**config.mk**
```make
export PLATFORM = sky130hd
export DESIGN_NAME = axi_core_bridge
export DESIGN_NICKNAME = d
export VERILOG_FILES = /design/src/rtl/axi_core_bridge_pkg.sv /design/src/rtl/axi_core_bridge.sv
export SDC_FILE = /design/constraint.sdc
export NUM_CORES = 1
export LEC_CHECK = 0
export ABC_AREA = 0
export CORE_MARGIN = 5
export CORE_UTILIZATION = 41
export CTS_BUF_LIST = sky130_fd_sc_hd__clkbuf_4 sky130_fd_sc_hd__clkbuf_8 sky130_fd_sc_hd__clkbuf_16
export DETAILED_ROUTE_END_ITERATION = 8
export GPL_ROUTABILITY_DRIVEN = 1
export GPL_TIMING_DRIVEN = 0
export PLACE_DENSITY = 0.88
export REMOVE_ABC_BUFFERS = 1
export SYNTH_ARGS = -nofsm -noshare
export SYNTH_HDL_FRONTEND = slang
export SYNTH_SLANG_ARGS = --single-unit
```
**constraint.sdc**
```tcl
create_clock -name clk -period 2.4 [get_ports clk]
set_input_delay 0.24 -clock clk [delete_from_list [all_inputs] [get_ports clk]]
set_output_delay 0.24 -clock clk [all_outputs]
set_load 0.05 [all_outputs]
```
**src/rtl/axi_core_bridge_pkg.sv**
```systemverilog
// Shared constants for the AXI-to-core-bus bridge: AXI burst/response codes
// and the bridge FSM state encoding.
package axi_core_bridge_pkg;

  typedef logic [1:0] axi_burst_t;
  typedef logic [1:0] axi_resp_t;
  typedef logic [2:0] state_t;

  localparam axi_burst_t AXI_BURST_FIXED = 2'b00;
  localparam axi_burst_t AXI_BURST_INCR  = 2'b01;
  localparam axi_burst_t AXI_BURST_WRAP  = 2'b10;

  localparam axi_resp_t AXI_RESP_OKAY   = 2'b00;
  localparam axi_resp_t AXI_RESP_SLVERR = 2'b10;
  localparam axi_resp_t AXI_RESP_DECERR = 2'b11;

  localparam state_t ST_IDLE    = 3'd0;
  localparam state_t ST_WR_DATA = 3'd1;
  localparam state_t ST_WR_BUS  = 3'd2;
  localparam state_t ST_WR_RESP = 3'd3;
  localparam state_t ST_RD_BUS  = 3'd4;
  localparam state_t ST_RD_RESP = 3'd5;

endpackage

```
**src/rtl/axi_core_bridge.sv**
```systemverilog
// AXI4 slave that turns read/write bursts into single-word core-bus accesses,
// one transaction at a time, echoing AXI IDs and mapping bus responses to RRESP/BRESP.
module axi_core_bridge
  import axi_core_bridge_pkg::*;
#(
  parameter int ADDR_W = 32,
  parameter int DATA_W = 32,
  parameter int ID_W   = 4
) (
  input  logic                clk,
  input  logic                rst,
  input  logic [ID_W-1:0]     slv_axi_awid,
  input  logic [ADDR_W-1:0]   slv_axi_awaddr,
  input  logic [7:0]          slv_axi_awlen,
  input  logic [2:0]          slv_axi_awsize,
  input  logic [1:0]          slv_axi_awburst,
  input  logic                slv_axi_awvalid,
  output logic                slv_axi_awready,
  input  logic [DATA_W-1:0]   slv_axi_wdata,
  input  logic [DATA_W/8-1:0] slv_axi_wstrb,
  input  logic                slv_axi_wlast,
  input  logic                slv_axi_wvalid,
  output logic                slv_axi_wready,
  output logic [ID_W-1:0]     slv_axi_bid,
  output logic [1:0]          slv_axi_bresp,
  output logic                slv_axi_bvalid,
  input  logic                slv_axi_bready,
  input  logic [ID_W-1:0]     slv_axi_arid,
  input  logic [ADDR_W-1:0]   slv_axi_araddr,
  input  logic [7:0]          slv_axi_arlen,
  input  logic [2:0]          slv_axi_arsize,
  input  logic [1:0]          slv_axi_arburst,
  input  logic                slv_axi_arvalid,
  output logic                slv_axi_arready,
  output logic [ID_W-1:0]     slv_axi_rid,
  output logic [DATA_W-1:0]   slv_axi_rdata,
  output logic [1:0]          slv_axi_rresp,
  output logic                slv_axi_rlast,
  output logic                slv_axi_rvalid,
  input  logic                slv_axi_rready,
  output logic [ADDR_W-1:0]   mst_bus_addr,
  output logic                mst_bus_read,
  output logic                mst_bus_write,
  output logic [DATA_W-1:0]   mst_bus_writedata,
  output logic [DATA_W/8-1:0] mst_bus_byteenable,
  input  logic [DATA_W-1:0]   mst_bus_readdata,
  input  logic [1:0]          mst_bus_response,
  input  logic                mst_bus_waitrequest
);

  localparam int          STRB_W  = DATA_W / 8;
  localparam logic [2:0]  SIZE_OK = 3'($clog2(STRB_W));
  localparam logic [11:0] STEP    = 12'(STRB_W);

  state_t              state;
  logic                prio_rd;
  logic [ID_W-1:0]     id_q;
  logic [ADDR_W-1:0]   addr_q;
  logic [7:0]          len_q;
  logic [7:0]          cnt_q;
  logic [1:0]          burst_q;
  logic                bad_q;
  logic [1:0]          err_q;
  logic [DATA_W-1:0]   wdata_q;
  logic [STRB_W-1:0]   wstrb_q;
  logic                wlast_q;
  logic [DATA_W-1:0]   rdata_q;
  logic [1:0]          rresp_q;

  logic                grant_wr;
  logic                grant_rd;
  logic                last_beat;
  logic                bad_aw;
  logic                bad_ar;
  logic                bus_done;
  logic [ADDR_W-1:0]   next_addr;
  logic [1:0]          merged_err;

  // Round-robin only matters under contention; prio_rd means read wins the next tie.
  assign grant_wr  = (state == ST_IDLE) && slv_axi_awvalid && (!slv_axi_arvalid || !prio_rd);
  assign grant_rd  = (state == ST_IDLE) && slv_axi_arvalid && !grant_wr;
  assign last_beat = (cnt_q == len_q);
  assign bad_aw    = ((slv_axi_awburst != AXI_BURST_FIXED) && (slv_axi_awburst != AXI_BURST_INCR))
                     || (slv_axi_awsize != SIZE_OK);
  assign bad_ar    = ((slv_axi_arburst != AXI_BURST_FIXED) && (slv_axi_arburst != AXI_BURST_INCR))
                     || (slv_axi_arsize != SIZE_OK);
  // Rejected bursts never touch the bus, so they complete immediately.
  assign bus_done  = bad_q || !mst_bus_waitrequest;
  assign next_addr = (burst_q == AXI_BURST_FIXED) ? addr_q
                     : {addr_q[ADDR_W-1:12], addr_q[11:0] + STEP};

  // First non-OKAY code sticks; a WLAST mismatch only reports if nothing else did.
  always_comb begin
    merged_err = err_q;
    if (merged_err == AXI_RESP_OKAY)
      merged_err = bad_q ? AXI_RESP_SLVERR : mst_bus_response;
    if ((merged_err == AXI_RESP_OKAY) && (wlast_q != last_beat))
      merged_err = AXI_RESP_SLVERR;
  end

  always_ff @(posedge clk) begin
    if (rst) begin
      state   <= ST_IDLE;
      prio_rd <= 1'b0;
      id_q    <= '0;
      addr_q  <= '0;
      len_q   <= '0;
      cnt_q   <= '0;
      burst_q <= '0;
      bad_q   <= 1'b0;
      err_q   <= '0;
      wdata_q <= '0;
      wstrb_q <= '0;
      wlast_q <= 1'b0;
      rdata_q <= '0;
      rresp_q <= '0;
    end else begin
      if (grant_wr && slv_axi_arvalid)
        prio_rd <= 1'b1;
      else if (grant_rd && slv_axi_awvalid)
        prio_rd <= 1'b0;

      case (state)
        ST_IDLE: begin
          if (grant_wr) begin
            id_q    <= slv_axi_awid;
            addr_q  <= slv_axi_awaddr;
            len_q   <= slv_axi_awlen;
            burst_q <= slv_axi_awburst;
            bad_q   <= bad_aw;
            cnt_q   <= '0;
            err_q   <= AXI_RESP_OKAY;
            state   <= ST_WR_DATA;
          end else if (grant_rd) begin
            id_q    <= slv_axi_arid;
            addr_q  <= slv_axi_araddr;
            len_q   <= slv_axi_arlen;
            burst_q <= slv_axi_arburst;
            bad_q   <= bad_ar;
            cnt_q   <= '0;
            err_q   <= AXI_RESP_OKAY;
            state   <= ST_RD_BUS;
          end
        end
        ST_WR_DATA: begin
          if (slv_axi_wvalid) begin
            wdata_q <= slv_axi_wdata;
            wstrb_q <= slv_axi_wstrb;
            wlast_q <= slv_axi_wlast;
            state   <= ST_WR_BUS;
          end
        end
        ST_WR_BUS: begin
          if (bus_done) begin
            err_q <= merged_err;
            if (last_beat || wlast_q) begin
              state <= ST_WR_RESP;
            end else begin
              addr_q <= next_addr;
              cnt_q  <= cnt_q + 8'd1;
              state  <= ST_WR_DATA;
            end
          end
        end
        ST_WR_RESP: begin
          if (slv_axi_bready)
            state <= ST_IDLE;
        end
        ST_RD_BUS: begin
          if (bus_done) begin
            rdata_q <= bad_q ? '0 : mst_bus_readdata;
            rresp_q <= bad_q ? AXI_RESP_SLVERR : mst_bus_response;
            state   <= ST_RD_RESP;
          end
        end
        ST_RD_RESP: begin
          if (slv_axi_rready) begin
            if (last_beat) begin
              state <= ST_IDLE;
            end else begin
              addr_q <= next_addr;
              cnt_q  <= cnt_q + 8'd1;
              state  <= ST_RD_BUS;
            end
          end
        end
        default: state <= ST_IDLE;
      endcase
    end
  end

  assign slv_axi_awready    = grant_wr;
  assign slv_axi_arready    = grant_rd;
  assign slv_axi_wready     = (state == ST_WR_DATA);
  assign slv_axi_bvalid     = (state == ST_WR_RESP);
  assign slv_axi_bid        = id_q;
  assign slv_axi_bresp      = err_q;
  assign slv_axi_rvalid     = (state == ST_RD_RESP);
  assign slv_axi_rid        = id_q;
  assign slv_axi_rdata      = rdata_q;
  assign slv_axi_rresp      = rresp_q;
  assign slv_axi_rlast      = (state == ST_RD_RESP) && last_beat;
  assign mst_bus_addr       = addr_q;
  assign mst_bus_write      = (state == ST_WR_BUS) && !bad_q;
  assign mst_bus_read       = (state == ST_RD_BUS) && !bad_q;
  assign mst_bus_writedata  = wdata_q;
  assign mst_bus_byteenable = wstrb_q;

endmodule

```
==> metrics, run 1 <==
worst setup path class=register to register; worst-case vdd ir drop=0.5611 mV; Max Cap Violations=0; Non-Filler Cell Area, Final=about 9700 µm²; Yosys warning count=0; pin count of the biggest net entering global routing=67; outcome=finished, final reports clean; Routed Antenna Nets=0; detailed-router iteration count before antenna repair=5; initial core utilization=41.95%; via count of the first global-routing pass=between 6,000 and 7,000; number of synthesized register bits=132; type of destination of the critical path=register; max-slew headroom at the worst pin=a little under half; critical path launch point type=register; final estimated routing congestion in global placement=slightly above 0.8; die width=roughly 130 µm; transition at the pin with the smallest max-transition slack=0.8054 ns; average routed wire per standard cell=around 18 µm; CTS clock-pin slew for the worst setup and hold paths=approximately 0.06 ns; Period minus WS final=roughly 2.4 ns; number of placed instances, taps included=~1,100; worst hold-check path type=input pin to register; portion of the post-synthesis area used by sequential elements=between 40% and 50%; predominant post-synthesis flop cell=sky130_fd_sc_hd__dfxtp_1; worst-skew pair later-pin latency=0.41 ns; maximum fanout count along the critical path=7; Remaining DRCs=0; final clock period utilization by the worst path=98.18%; count of endpoints failing hold in the final timing report=0; post-route setup TNS=0 ns; half-perimeter wire length after placement=about 15,000 µm; total global-route track usage=approximately 23%; count of hold buffers inserted by post-cts repair=0; Total Routed Length=between 20,000 and 25,000 µm; detailed router's first-iteration violation count=about 460; fraction of final layout cells sized beyond drive strength 1=8.806%; cell leakage power=approximately 3.7 nW; worst endpoint required time=between 2 and 3 ns; worst setup skew after layout=0.006029 ns; # H-tree levels=4; share of synthesized flip-flops with an asynchronous set or reset=0%; Peak Freq=about 420 MHz; arrival time reported for the critical path endpoint=~2.7 ns; fin cells=between 1,000 and 1,500; Placed Instance Area=slightly above 9000 µm²; overflow left after global routing=0; via density per instance=between 5 and 6; placeable core region=around 15,000 µm²; TritonCTS clock tree=built; number of placement rows=44; global routing met1 resource utilization=around a quarter; relative area change from synthesis to final layout=59.19%; Clock Sink Count=approximately 130; initial antenna violation count=1; post-synthesis instance total=approximately 710; buffer cell driving the clock tree root=sky130_fd_sc_hd__clkbuf_16; area taken by flip-flops and latches=2655 µm²; setup repair after global routing missed its margin=false; Mean Syn Cell Area=8.571 µm²; setup violators final=0; num ports=roughly 300; count of vias placed by the detailed router=around 6,300; wire length of the first global-routing pass=approximately 33,000 µm; area of combinational cells with multiple inputs=around 3200 µm²; global-route met2 utilization=around two fifths; busiest layer in global routing=met2; clock buffer depth=2; Net count, final=roughly 1,200; number of unique standard cell types used by synthesis=65; power density over the cells=roughly 800 nW/µm²; netlist area before placement=between 6000 and 7000 µm²; number of flops mapped to enable cells by yosys=0; fin. max-slew vios=0; overall die area=about 17,000 µm²; met3 track demand over resource=between 6 and 7%; Fill cells=around 1,100; Port Buffers=296; number of CTS-inserted buffers=17; die height=132.2 µm
-- registers in the layout (all words and copies together) (netlist names), 2 cells and up --
signal	count
slv_axi_rdata	32
len_q	8
slv_axi_bid	4
cnt_q	8
mst_bus_byteenable	4
state	3
mst_bus_addr	32
slv_axi_bresp	2
burst_q	2
mst_bus_writedata	32
slv_axi_rresp	2
-- path summary, 6_finish.rpt --
check	start	endpoint	slack [ns]	cells past startpoint
min reg2reg	mst_bus_writedata[7]$_SDFFE_PP0P_	mst_bus_writedata[7]$_SDFFE_PP0P_	0.45	2
max	cnt_q[7]$_SDFFE_PP0P_	cnt_q[6]$_SDFFE_PP0P_	0.04	9
min	rst	slv_axi_rdata[11]$_SDFFE_PP0P_	0.36	2
max reg2reg	cnt_q[7]$_SDFFE_PP0P_	cnt_q[6]$_SDFFE_PP0P_	0.04	9
-- final cells by class --
type	instances	share of cell area (%)
diodes	1	0.02569
clock buffers	23	5.022
clock inverters	5	0.7963
inverters	8	0.3468
multi-input cells	515	32.76
flip-flops and latches	132	27.25
well taps	184	2.363
repair buffers	305	31.43
-- synth_stat cells, types with 4 or more instances --
| cell | number | area, µm² |
|---|---|---|
| sky130_fd_sc_hd__dfxtp_1 | 132 | 2643 |
| sky130_fd_sc_hd__nand2_1 | 91 | 341.6 |
| sky130_fd_sc_hd__nor2_1 | 90 | 337.8 |
| sky130_fd_sc_hd__a21oi_1 | 85 | 425.4 |
| sky130_fd_sc_hd__mux2i_1 | 38 | 380.4 |
| sky130_fd_sc_hd__nor3b_1 | 38 | 285.3 |
| sky130_fd_sc_hd__a211oi_1 | 36 | 270.3 |
| sky130_fd_sc_hd__clkbuf_1 | 27 | 101.4 |
| sky130_fd_sc_hd__nand3_1 | 13 | 65.06 |
| sky130_fd_sc_hd__buf_2 | 12 | 60.06 |
| sky130_fd_sc_hd__buf_4 | 11 | 82.58 |
| sky130_fd_sc_hd__o21ai_0 | 11 | 55.05 |
| sky130_fd_sc_hd__nor3_1 | 10 | 50.05 |
| sky130_fd_sc_hd__xor2_1 | 9 | 78.83 |
| sky130_fd_sc_hd__inv_1 | 7 | 26.28 |
| sky130_fd_sc_hd__buf_6 | 6 | 67.56 |
| sky130_fd_sc_hd__a31oi_1 | 5 | 31.28 |
| sky130_fd_sc_hd__and3_1 | 5 | 31.28 |
| sky130_fd_sc_hd__mux2_2 | 5 | 56.30 |
| sky130_fd_sc_hd__a32o_2 | 4 | 45.04 |
| sky130_fd_sc_hd__buf_1 | 4 | 15.01 |
| sky130_fd_sc_hd__nor4_1 | 4 | 25.02 |
| sky130_fd_sc_hd__o211a_1 | 4 | 40.04 |
| sky130_fd_sc_hd__o31ai_1 | 4 | 30.03 |
-- placed cells by master (no fill, tap or decap), types with 3 or more instances in the layout --
cell                                n
sky130_fd_sc_hd__a211oi_1          36
sky130_fd_sc_hd__a21oi_1           85
sky130_fd_sc_hd__a31oi_1            5
sky130_fd_sc_hd__a32o_2             4
sky130_fd_sc_hd__a41o_1             3
sky130_fd_sc_hd__and3_1             5
sky130_fd_sc_hd__buf_4              7
sky130_fd_sc_hd__clkbuf_16         17
sky130_fd_sc_hd__clkbuf_4           3
sky130_fd_sc_hd__clkbuf_8           3
sky130_fd_sc_hd__clkdlybuf4s50_1  287
sky130_fd_sc_hd__dfxtp_1          124
sky130_fd_sc_hd__dfxtp_2            7
sky130_fd_sc_hd__dlygate4sd2_1      6
sky130_fd_sc_hd__inv_1              6
sky130_fd_sc_hd__mux2_2             5
sky130_fd_sc_hd__mux2i_1           38
sky130_fd_sc_hd__nand2_1           90
sky130_fd_sc_hd__nand3_1           12
sky130_fd_sc_hd__nand4_1            3
sky130_fd_sc_hd__nor2_1            90
sky130_fd_sc_hd__nor2b_1            3
sky130_fd_sc_hd__nor3_1            10
sky130_fd_sc_hd__nor3b_1           38
sky130_fd_sc_hd__nor4_1             4
sky130_fd_sc_hd__o211a_1            4
sky130_fd_sc_hd__o211ai_1           3
sky130_fd_sc_hd__o211ai_2           3
sky130_fd_sc_hd__o21ai_0           11
sky130_fd_sc_hd__o311ai_1           3
sky130_fd_sc_hd__o31ai_1            4
sky130_fd_sc_hd__xor2_1             9
-- cells by family after synthesis --
logic type	share of synthesized area (%)
compound gates	19.44
mux	7.135
xor+xnor	1.288
fa+ha+maj	0.6134
simple gates	22.43
buf+inv	5.909
flops	43.18
-- per-stage QoR --
step           worst slack, ns  util (%)  hold WS, ns  total power, mW
6_report               0.04378     66.78       0.3564            7.815
3_5_place_dp            -1.134     62.08       0.4459            5.221
4_1_cts              0.0009293     66.58       0.3442            7.831
2_1_floorplan          -0.7434         -       0.3091            4.208
3_3_place_gp            -3.964     61.56       0.4407            5.175
5_1_grt               0.001703     66.78       0.3629            8.140
-- where the power goes --
group / internal, mW / switching, mW / leakage, nW
Combinational: 1.06 / 1.58 / 2.30
Sequential: 2.43 / 0.217 / 1.08
Clock: 1.62 / 0.913 / 0.281
Total: 5.11 / 2.71 / 3.66
-- layer usage --
| metal | part of all wire (%) | vias up |
|---|---|---|
| met5 | 0 | - |
| li1 | - | 3057 |
| met4 | 2.8 | 0 |
| met2 | 52 | 219 |
| met3 | 6.5 | 42 |
| met1 | 39 | 2933 |
-- repair_timing --
action,in CTS,in global routing
pin swaps,5,5
setup buffers,4,2
gates resized for setup,26,9
cloned,2,0
setup endpoints to repair,93,49
-- critical path, cell delays in order (launching register included) --
cell	delay, ns
sky130_fd_sc_hd__dfxtp_2	0.33
sky130_fd_sc_hd__xor2_1	0.16
sky130_fd_sc_hd__nor4_2	0.33
sky130_fd_sc_hd__nand3_1	0.21
sky130_fd_sc_hd__ha_2	0.24
sky130_fd_sc_hd__or2b_1	0.23
sky130_fd_sc_hd__a22o_4	0.25
sky130_fd_sc_hd__o21ai_4	0.11
sky130_fd_sc_hd__nor3_4	0.12
sky130_fd_sc_hd__a32o_2	0.25
No activity file was read; power rests on OpenSTA's default activity.
==> inputs of run 2 (changes only) <==
CELL_PAD_IN_SITES_DETAIL_PLACEMENT = 0   (was unset)
CELL_PAD_IN_SITES_GLOBAL_PLACEMENT = 1   (was unset)
CORE_MARGIN = 10   (was 5)
CORE_UTILIZATION = 45   (was 41)
DONT_BUFFER_PORTS = 1   (was unset)
PLACE_DENSITY = 0.87   (was 0.88)
==> run 2 against run 1 <==
Net effect: critical path type unchanged; clock-buffer cell count decreased by 3; clock power increased by 9.9%; final cell count decreased by 20%; global-route usage decreased by 2.9 points; setup slack improved by 0.024 ns; sequential power increased by 28%; sequential share of layout area increased by 8.1 points; worst hold slack got worse by 0.35 ns.
==> metrics, run 2 (same netlist as run 1, synthesis figures left out) <==
worst flop-to-flop path endpoint=mst_bus_addr[9]$_SDFFE_PP0P_ (was cnt_q[6]$_SDFFE_PP0P_); final estimated routing congestion in global placement=0.8517 (was 0.8222); buffer cell driving the clock tree root=sky130_fd_sc_hd__clkbuf_16 (unchanged); outcome=finished, final reports clean (unchanged); half-perimeter wire length after placement=13,520 µm (was 14,570 µm); most common library cell in the layout ignoring fill and taps=sky130_fd_sc_hd__dfxtp_1 (was sky130_fd_sc_hd__clkdlybuf4s50_1); Period minus WS final=2.332 ns (was 2.356 ns); worst-skew pair later-pin latency=0.42 ns (was 0.41 ns); CTS clock-pin slew for the worst setup and hold paths=0.06 ns (about the same); overall die area=18,660 µm² (was 17,470 µm²); maximum fanout count along the critical path=8 (was 7); worst endpoint required time=2.70 ns (about the same); detailed router's first-iteration violation count=357 (was 463); Net count, final=922 (was 1,159); setup violators final=0 (unchanged); Remaining DRCs=0 (unchanged); via count of the first global-routing pass=5,320 (was 6,161); worst setup path class=register to register (unchanged); transition at the pin with the smallest max-transition slack=1.222 ns (was 0.8054 ns); count of vias placed by the detailed router=5,386 (was 6,251); cell leakage power=2.835 nW (was 3.658 nW); TritonCTS clock tree=built (unchanged); average routed wire per standard cell=21.57 µm (was 17.86 µm); type of destination of the critical path=register (unchanged); via density per instance=5.773 (was 5.329); pre-CTS worst setup slack=-0.9808 ns (was -1.134 ns); Max Cap Violations=0 (unchanged); worst hold start=slv_axi_awaddr[24] (was rst); global-route met2 utilization=34.79% (was 40.79%); worst setup skew after layout=0.005829 ns (was 0.006029 ns); initial antenna violation count=1 (unchanged); Placed Instance Area=6082 µm² (was 9057 µm²); Clock Sink Count=132 (unchanged); count of endpoints failing hold in the final timing report=0 (unchanged); fraction of final layout cells sized beyond drive strength 1=12.05% (was 8.806%); fin. max-slew vios=0 (unchanged); die width=136.6 µm (was 132.2 µm); post-route setup TNS=0 ns (unchanged); arrival time reported for the critical path endpoint=2.63 ns (was 2.65 ns); overflow left after global routing=0 (unchanged); initial core utilization=46.03% (was 41.95%); number of placement rows=42 (was 44); number of cells on the worst hold path=2 (unchanged); power density over the cells=1001 nW/µm² (was 802.2 nW/µm²); worst-case vdd ir drop=0.6239 mV (was 0.5611 mV); Routed Antenna Nets=0 (unchanged); max-slew headroom at the worst pin=18.31% (was 46.12%); # H-tree levels=4 (unchanged); hold endpoint=mst_bus_addr[24]$_SDFFE_PP0P_ (was slv_axi_rdata[11]$_SDFFE_PP0P_); clock buffer depth=2 (unchanged); final setup margin=0.06777 ns (was 0.04378 ns); setup repair after global routing missed its margin=true (was false); Fill cells=1,157 (was 1,127); placeable core region=13,300 µm² (was 14,590 µm²); busiest layer in global routing=met2 (unchanged); total power consumption of the routed design=7.527 mW (was 7.815 mW); number of CTS-inserted buffers=17 (unchanged); Peak Freq=428.8 MHz (was 424.4 MHz); detailed-router iteration count before antenna repair=4 (was 5); highest-count cells in the layout ignoring fill and taps=125 x sky130_fd_sc_hd__dfxtp_1, 91 x sky130_fd_sc_hd__nand2_1, 90 x sky130_fd_sc_hd__nor2_1 (was 287 x sky130_fd_sc_hd__clkdlybuf4s50_1, 124 x sky130_fd_sc_hd__dfxtp_1, 90 x sky130_fd_sc_hd__nor2_1, 90 x sky130_fd_sc_hd__nand2_1, 85 x sky130_fd_sc_hd__a21oi_1); Worst R2R Start=cnt_q[7]$_SDFFE_PP0P_ (unchanged); reg2reg setup slack=0.07 ns (was 0.04 ns); critical path launch point type=register (unchanged); num ports=297 (unchanged); area of combinational cells with multiple inputs=3228 µm² (was 3192 µm²); final clock period utilization by the worst path=97.18% (was 98.18%); worst hold-check path type=input pin to register (unchanged); wire length of the first global-routing pass=29,400 µm (was 32,750 µm); Port Buffers=0 (was 296); global routing met1 resource utilization=21.44% (was 25.72%); met3 track demand over resource=7.075% (was 6.756%); relative area change from synthesis to final layout=22.82% (was 59.19%); Total Routed Length=20,130 µm (was 20,950 µm); pin count of the biggest net entering global routing=116 (was 67); total global-route track usage=20.03% (was 22.95%); worst reg2reg path depth=9 (unchanged); Non-Filler Cell Area, Final=7516 µm² (was 9742 µm²); area taken by flip-flops and latches=2656 µm² (was 2655 µm²); die height=136.6 µm (was 132.2 µm)
==> run 2: where the power goes <==
group / internal (mW) / total, mW / switching [mW]
clock network: 1.81 / 2.78 / 0.976
logic: 0.598 / 1.36 / 0.758
registers: 2.43 / 3.39 / 0.963
total: 4.83 / 7.53 / 2.70
==> run 2: critical path: stages, from the launching register on <==
cell	delay [ns]
sky130_fd_sc_hd__dfxtp_2	0.33
sky130_fd_sc_hd__xor2_1	0.16
sky130_fd_sc_hd__nor4_2	0.32
sky130_fd_sc_hd__nand3_1	0.19
sky130_fd_sc_hd__ha_2	0.23
sky130_fd_sc_hd__or2b_1	0.23
sky130_fd_sc_hd__a22o_4	0.24
sky130_fd_sc_hd__o21a_4	0.16
sky130_fd_sc_hd__a41o_1	0.22
sky130_fd_sc_hd__o211a_1	0.12
==> run 2: layer usage <==
| metal | part of all wire [%] | up-vias | wire length (µm) |
|---|---|---|---|
| met5 | 0 | - | 0 |
| li1 | - | 2587 | - |
| met4 | 2.6 | 0 | 527 |
| met1 | 37 | 2550 | 7433 |
| met2 | 51 | 213 | 10330 |
| met3 | 9.1 | 36 | 1835 |
==> run 2: worst max-delay path by stage <==
stage                                         end                   from  cells after the start
4_1_cts                           slv_axi_awready   prio_rd$_SDFFE_PP0P_                      3
3_3_place_gp       slv_axi_rdata[10]$_SDFFE_PP0P_     bad_q$_SDFFE_PP0P_                      5
3_5_place_dp         mst_bus_addr[8]$_SDFFE_PP0P_  state[1]$_SDFFE_PP0P_                      6
5_1_grt              mst_bus_addr[9]$_SDFFE_PP0P_  cnt_q[7]$_SDFFE_PP0P_                      9
6_report             mst_bus_addr[9]$_SDFFE_PP0P_  cnt_q[7]$_SDFFE_PP0P_                      9
2_1_floorplan  mst_bus_byteenable[0]$_SDFFE_PP0P_  state[0]$_SDFFE_PP0P_                      4
==> run 2: area by class of cell <==
cell class | instances | share of cell area [%]
Tap cell | 176 | 2.930
Antenna cell | 2 | 0.06659
Clock buffer | 20 | 6.126
Inverter | 8 | 0.5161
Clock inverter | 12 | 2.364
Multi-Input combinational cell | 514 | 42.95
Timing Repair Buffer | 69 | 9.705
Sequential cell | 132 | 35.34
==> run 2: what timing repair did <==
action | CTS | global route
setup endpoints to repair | 93 | 78
pin swaps | 2 | 13
endpoints found under the hold margin | 122 | 0
gates resized for setup | 14 | 15
setup buffers | 2 | 3
gates cloned | 0 | 1
hold buffers | 61 | 0
==> run 2: stage by stage <==
stage,hold slack (ns),instances,util (%)
finish,0.006449,933,56.53
global route,0.008220,932,56.51
CTS,0.0002984,927,55.83
detailed placement,0.3252,832,45.75
global placement,0.3237,829,45.19
floorplan,0.3091,653,-
==> RTL change 1, RTL diff (settings of run 1) <==
Set the parameter `DATA_W` to 16 (it was 32).
--- a/src/rtl/axi_core_bridge.sv
+++ b/src/rtl/axi_core_bridge.sv
@@ -5,5 +5,5 @@
 #(
   parameter int ADDR_W = 32,
-  parameter int DATA_W = 32,
+  parameter int DATA_W = 16,
   parameter int ID_W   = 4
 ) (
Interface: changed (6 resized); port bits go from 297 to 229. The function was not compared with the original's and may differ.
==> RTL change 1 against run 1 <==
  * The run now ends with setup timing left
  * Sequential cell count shrank 34
  * Wire length shrank 22%
  * Setup slack lost 120 ps
  * Via count shrank 15%
  * Critical path depth shrank 4
  * Synthesized area shrank 19%
  * Count of clock-buffer cells in the layout shrank 12
  * Design area shrank 21%
  * Utilization shrank 1.8 points
  * Register-to-register slack gained 20 ps
  * Fmax shrank 4.9%
Power is not compared: it rests on default switching activity, and its combinational part moved more than twofold at a synthesized area within 25%.
==> RTL change 1: results <==
set metrics [dict create \
    status "finished, violations left" \
    violations "setup timing" \
    ir_worst_vdd_v 0.000602 \
    clkLatencyLatePin_ps 350 \
    drt_iter0_drc 331 \
    routed_wl_um 16400 \
    antenna_found_initial 0 \
    tns_ps -77.1 \
    htree_num_levels 3 \
    worst_ep_arrival_time_ps 2240 \
    worstMarginPinSlew_ps 1060 \
    yosys-top-cells-count "nand2_1 (126), dfxtp_1 (98), a21oi_1 (78), nor2_1 (52), mux2_2 (26)" \
    ys_top_cells_by_area "dfxtp_1 (40%), nand2_1 (9.6%), a21oi_1 (7.9%)" \
    slowest_stage "nor4_4" \
    reg2reg_depth 10 \
    grt_use_total 0.220 \
    grt_max_degree 56 \
    cpPeakStageDelay_ps 410 \
    hold_path_class "input port to flip-flop" \
    fin_nets 962 \
    r2r-end "cnt_q[7]" \
    finClkSkew_ps 6.75 \
    place_hpwl_um 11600 \
    clockBufferDepth 2 \
    cts_buffers 9 \
    hold_end "slv_axi_rdata[15]" \
    ys_types 60 \
    first_pass_iters 7 \
    grt_pass1_wl_um 25700 \
    seq_area_frac_synth 0.398 \
    drive_above_1_share 0.116 \
    cp_max_fo 13 \
    cellLeakagePower_nw 2.86 \
    finalSetupViolCount 1 \
    dp_slack_ps -1010 \
    r2r_start "cnt_q[2]" \
    layout_setup_ws_ps -77.1 \
]
==> RTL change 1: cell count changes after synthesis, moves of 21 or more <==
cell / run 1 / this run
nor2_1: 90 / 52
mux2i_1: 38 / 2
nand2_1: 91 / 126
dfxtp_1: 132 / 98
a211oi_1: 36 / 4
mux2_2: 5 / 26
==> RTL change 1: how the worst max path moves through the flow <==
stage                          startpoint               endpoint  slack, ps  cells after the start
after floorplan                  state[0]  mst_bus_byteenable[0]       -480                      5
after global placement                rst        mst_bus_addr[3]      -2840                      4
after detailed placement  slv_axi_awvalid        slv_axi_awready      -1010                      5
after CTS                        cnt_q[5]          slv_axi_rlast       -190                      5
after global routing             cnt_q[0]          slv_axi_rlast       -180                      6
final                            cnt_q[2]          slv_axi_rlast        -80                      5
==> RTL change 1: area by class of cell <==
cell class / count / area [sq um]
Sequential cell: 98 / 1970
Timing Repair Buffer: 241 / 2410
Clock inverter: 5 / 85.1
Tap cell: 147 / 184
Clock buffer: 11 / 253
Inverter: 10 / 46.3
Multi-Input combinational cell: 456 / 2790
Fill cell: 1010 / 4170
==> RTL change 1: kinds of logic (layout without fill, tap and decap cells) <==
family	count (synthesis)	after routing	synth area share
AND/OR/NAND/NOR	259	260	0.249
AO/OA/AOI/OAI	155	155	0.204
flip-flops	98	98	0.398
buffers and inverters	58	267	0.0594
multiplexers	29	29	0.0665
XOR/XNOR	9	9	0.0160
adder cells (fa/ha/maj)	3	3	0.00761
==> RTL change 1: routing by layer <==
layer,track usage,vias up,part of all wire
li1,-,2582,-
met1,0.237,2493,0.38
met2,0.386,217,0.49
met3,0.0820,40,0.095
met4,0.0938,0,0.030
met5,0,-,0
==> RTL change 1: repair_timing <==
item,CTS,global route
setup buffers,2,8
endpoints found under the setup margin,59,60
pin swaps,4,4
resized for setup,30,14
gates cloned,0,1
==> RTL change 1: through the flow <==
stage | cell area (sq um) | std cells | hold slack [ps]
detailed placement | 7210 | 941 | 445
global placement | 7140 | 938 | 437
floorplan | 4680 | 563 | 309
global route | 7740 | 968 | 353
CTS | 7630 | 959 | 331
finish | 7740 | 968 | 341
==> RTL change 1: power breakdown <==
part	leakage, nW	switching (mW)	internal [mW]
sequential	0.805	0.489	2.09
clock	0.162	0.640	0.976
combinational	1.89	3.32	2.03
total	2.86	4.45	5.09
==> RTL change 2, RTL diff (config.mk and constraints of run 1) <==
Made on the original files. Make the reset (`rst`) asynchronous in one clocked block.
--- a/src/rtl/axi_core_bridge.sv
+++ b/src/rtl/axi_core_bridge.sv
@@ -99,5 +99,5 @@
   end
 
-  always_ff @(posedge clk) begin
+  always_ff @(posedge clk or posedge rst) begin
     if (rst) begin
       state   <= ST_IDLE;
Check against the original RTL: differs if rst is asserted again (counterexample within 4 cycles, from zero or initial values and one cycle with rst high); with rst held inactive, the same outputs for 4 cycles.
==> RTL change 2 against run 1 <==
  * Synthesized area rose by 0.82%
  * Sequential cell count did not move
  * Design area rose by 5.5%
  * Wire length fell by 2.7%
  * Setup slack improved by 1.3 ps
  * Synthesized cell count fell by 19%
  * Sequential share of layout area rose by 5.0 points
  * Utilization rose by 3.4 points
  * Critical path type unchanged
  * Highest routed layer is now met5
Power is not compared: it rests on default switching activity, and its combinational part moved more than twofold at a synthesized area within 25%.
==> RTL change 2: results <==
set metrics [dict create \
    clk_pin_slew_ps 60 \
    cts_buffers 17 \
    io_buffers 296 \
    htree_num_levels 4 \
    async_reset_ff_frac 1.00 \
    drive_above_1_share 0.169 \
    worst_ep_arrival_time_ps 2660 \
    first_pass_iters 4 \
    clkLatencyLatePin_ps 410 \
    cellLeakagePower_nw 4.32 \
    routed_via_density 5.30 \
    diodes 0 \
    syn_inst 579 \
    post-place-cells 1026 \
    status "complete, no violations" \
    drt_iter0_drc 258 \
    fin_cells 1074 \
    routed_wl_um 20400 \
    antenna_found_initial 1 \
    cts-root-buf "clkbuf_16" \
    ir_worst_vdd_v 0.00109 \
    place_hpwl_um 14600 \
    maxSlewHeadroom 0.472 \
    finClkSkew_ps 7.02 \
    synth-main-ff-cell "dfrtp_1" \
    placed_area_sq_mm 0.00933 \
    yosys-top-cells-count "dfrtp_1 (132), nand2_1 (71), o21ai_0 (53), mux2_2 (38), nand2b_1 (38)" \
    synth_warnings 0 \
    synth_top_cell_area_share 0.535 \
    grt_use_total 0.231 \
    hold_path_class "input port to asynchronous set/reset pin" \
    grt_max_degree 72 \
    ys_top_cells_by_area "dfrtp_1 (54%), mux2_2 (6.9%), nand2_1 (4.3%)" \
    ys_types 54 \
    grt_pass1_wl_um 32100 \
    clockBufferDepth 2 \
    cp_max_fo 6 \
    place.gp.congestion 0.827 \
    grt_pass1_vias 6005 \
    seq_area_frac_synth 0.535 \
]
RTL change 2: cell types whose count changed after synthesis, moves of 33 or more:
cell / change
dfxtp_1: -132
dfrtp_1: +132
nor3b_1: -36
o21ai_0: +42
nor2_1: -67
nand2b_1: +37
a211oi_1: -36
mux2_2: +33
a21oi_1: -78
RTL change 2: power by group:
part           leakage (nW)  internal (mW)  total (mW)  switching [mW]
Combinational          2.37           3.35        8.61            5.27
Sequential             1.63           3.18        3.99           0.806
Clock                 0.314           1.78        2.71           0.937
RTL change 2: cell type report:
type / count / area (sq um)
Fill cell: 1034 / 4370
Sequential cell: 132 / 3310
Timing Repair Buffer: 321 / 3210
Multi-Input combinational cell: 397 / 2840
Clock buffer: 24 / 503
Tap cell: 184 / 230
Clock inverter: 8 / 123
Inverter: 8 / 51.3
RTL change 2: final timing paths:
kind                                   startpoint                     to  slack (ps)  cells after the start
worst min-delay path                          rst  mst_bus_writedata[11]         320                      2
worst min register to register  slv_axi_rdata[20]      slv_axi_rdata[20]         480                      2
worst max-delay path                     cnt_q[6]        mst_bus_addr[8]          50                     10
max in group asynchronous                     rst                  bad_q        1320                      3
min in group clk                 slv_axi_awlen[6]               len_q[6]         380                      3
worst max register to register           cnt_q[6]        mst_bus_addr[8]          50                     10
RTL change 2: per-stage QoR:
| stage | setup slack (ps) | power [mW] | hold slack, ps |
|---|---|---|---|
| after floorplan | -1760 | 9.10 | 357 |
| after global placement | -4210 | 11.8 | 459 |
| after detailed placement | -1210 | 12.1 | 467 |
| after CTS | 5.83 | 15.3 | 334 |
| after global routing | -50.0 | 16.1 | 372 |
| final | 45.1 | 15.3 | 320 |
RTL change 2: per-layer routing:
layer / routed length, um / GRT usage
met1: 8000 / 0.263
met2: 9890 / 0.393
met3: 1860 / 0.0831
met4: 624 / 0.0947
met5: 13 / 0
RTL change 2: cell families (layout without fill, tap and decap cells):
kind of cell / after synthesis / count (layout) / share of synthesized area
buf+inv: 52 / 361 / 0.0371
simple gates: 191 / 192 / 0.157
xor+xnor: 9 / 9 / 0.0128
fa+ha+maj: 3 / 3 / 0.00608
flops: 132 / 132 / 0.535
mux: 58 / 58 / 0.102
compound gates: 134 / 135 / 0.150
RTL change 2: worst max-delay path: stages (launching register included):
cell     delay [ps]
dfrtp_2         430
xor2_2          190
nor4_4          380
nand2_2         150
ha_4            190
nand2_2          60
o32a_1          210
a32o_4          220
buf_6           150
a21oi_2          40
o22a_1          230
RTL change 2: what timing repair did:
action | 4_1_cts | 5_1_grt
hold buffers | 0 | 0
setup buffers | 10 | 4
endpoints found under the setup margin | 97 | 24
gates resized for setup | 53 | 27
cloned | 2 | 0
pin swaps | 8 | 14
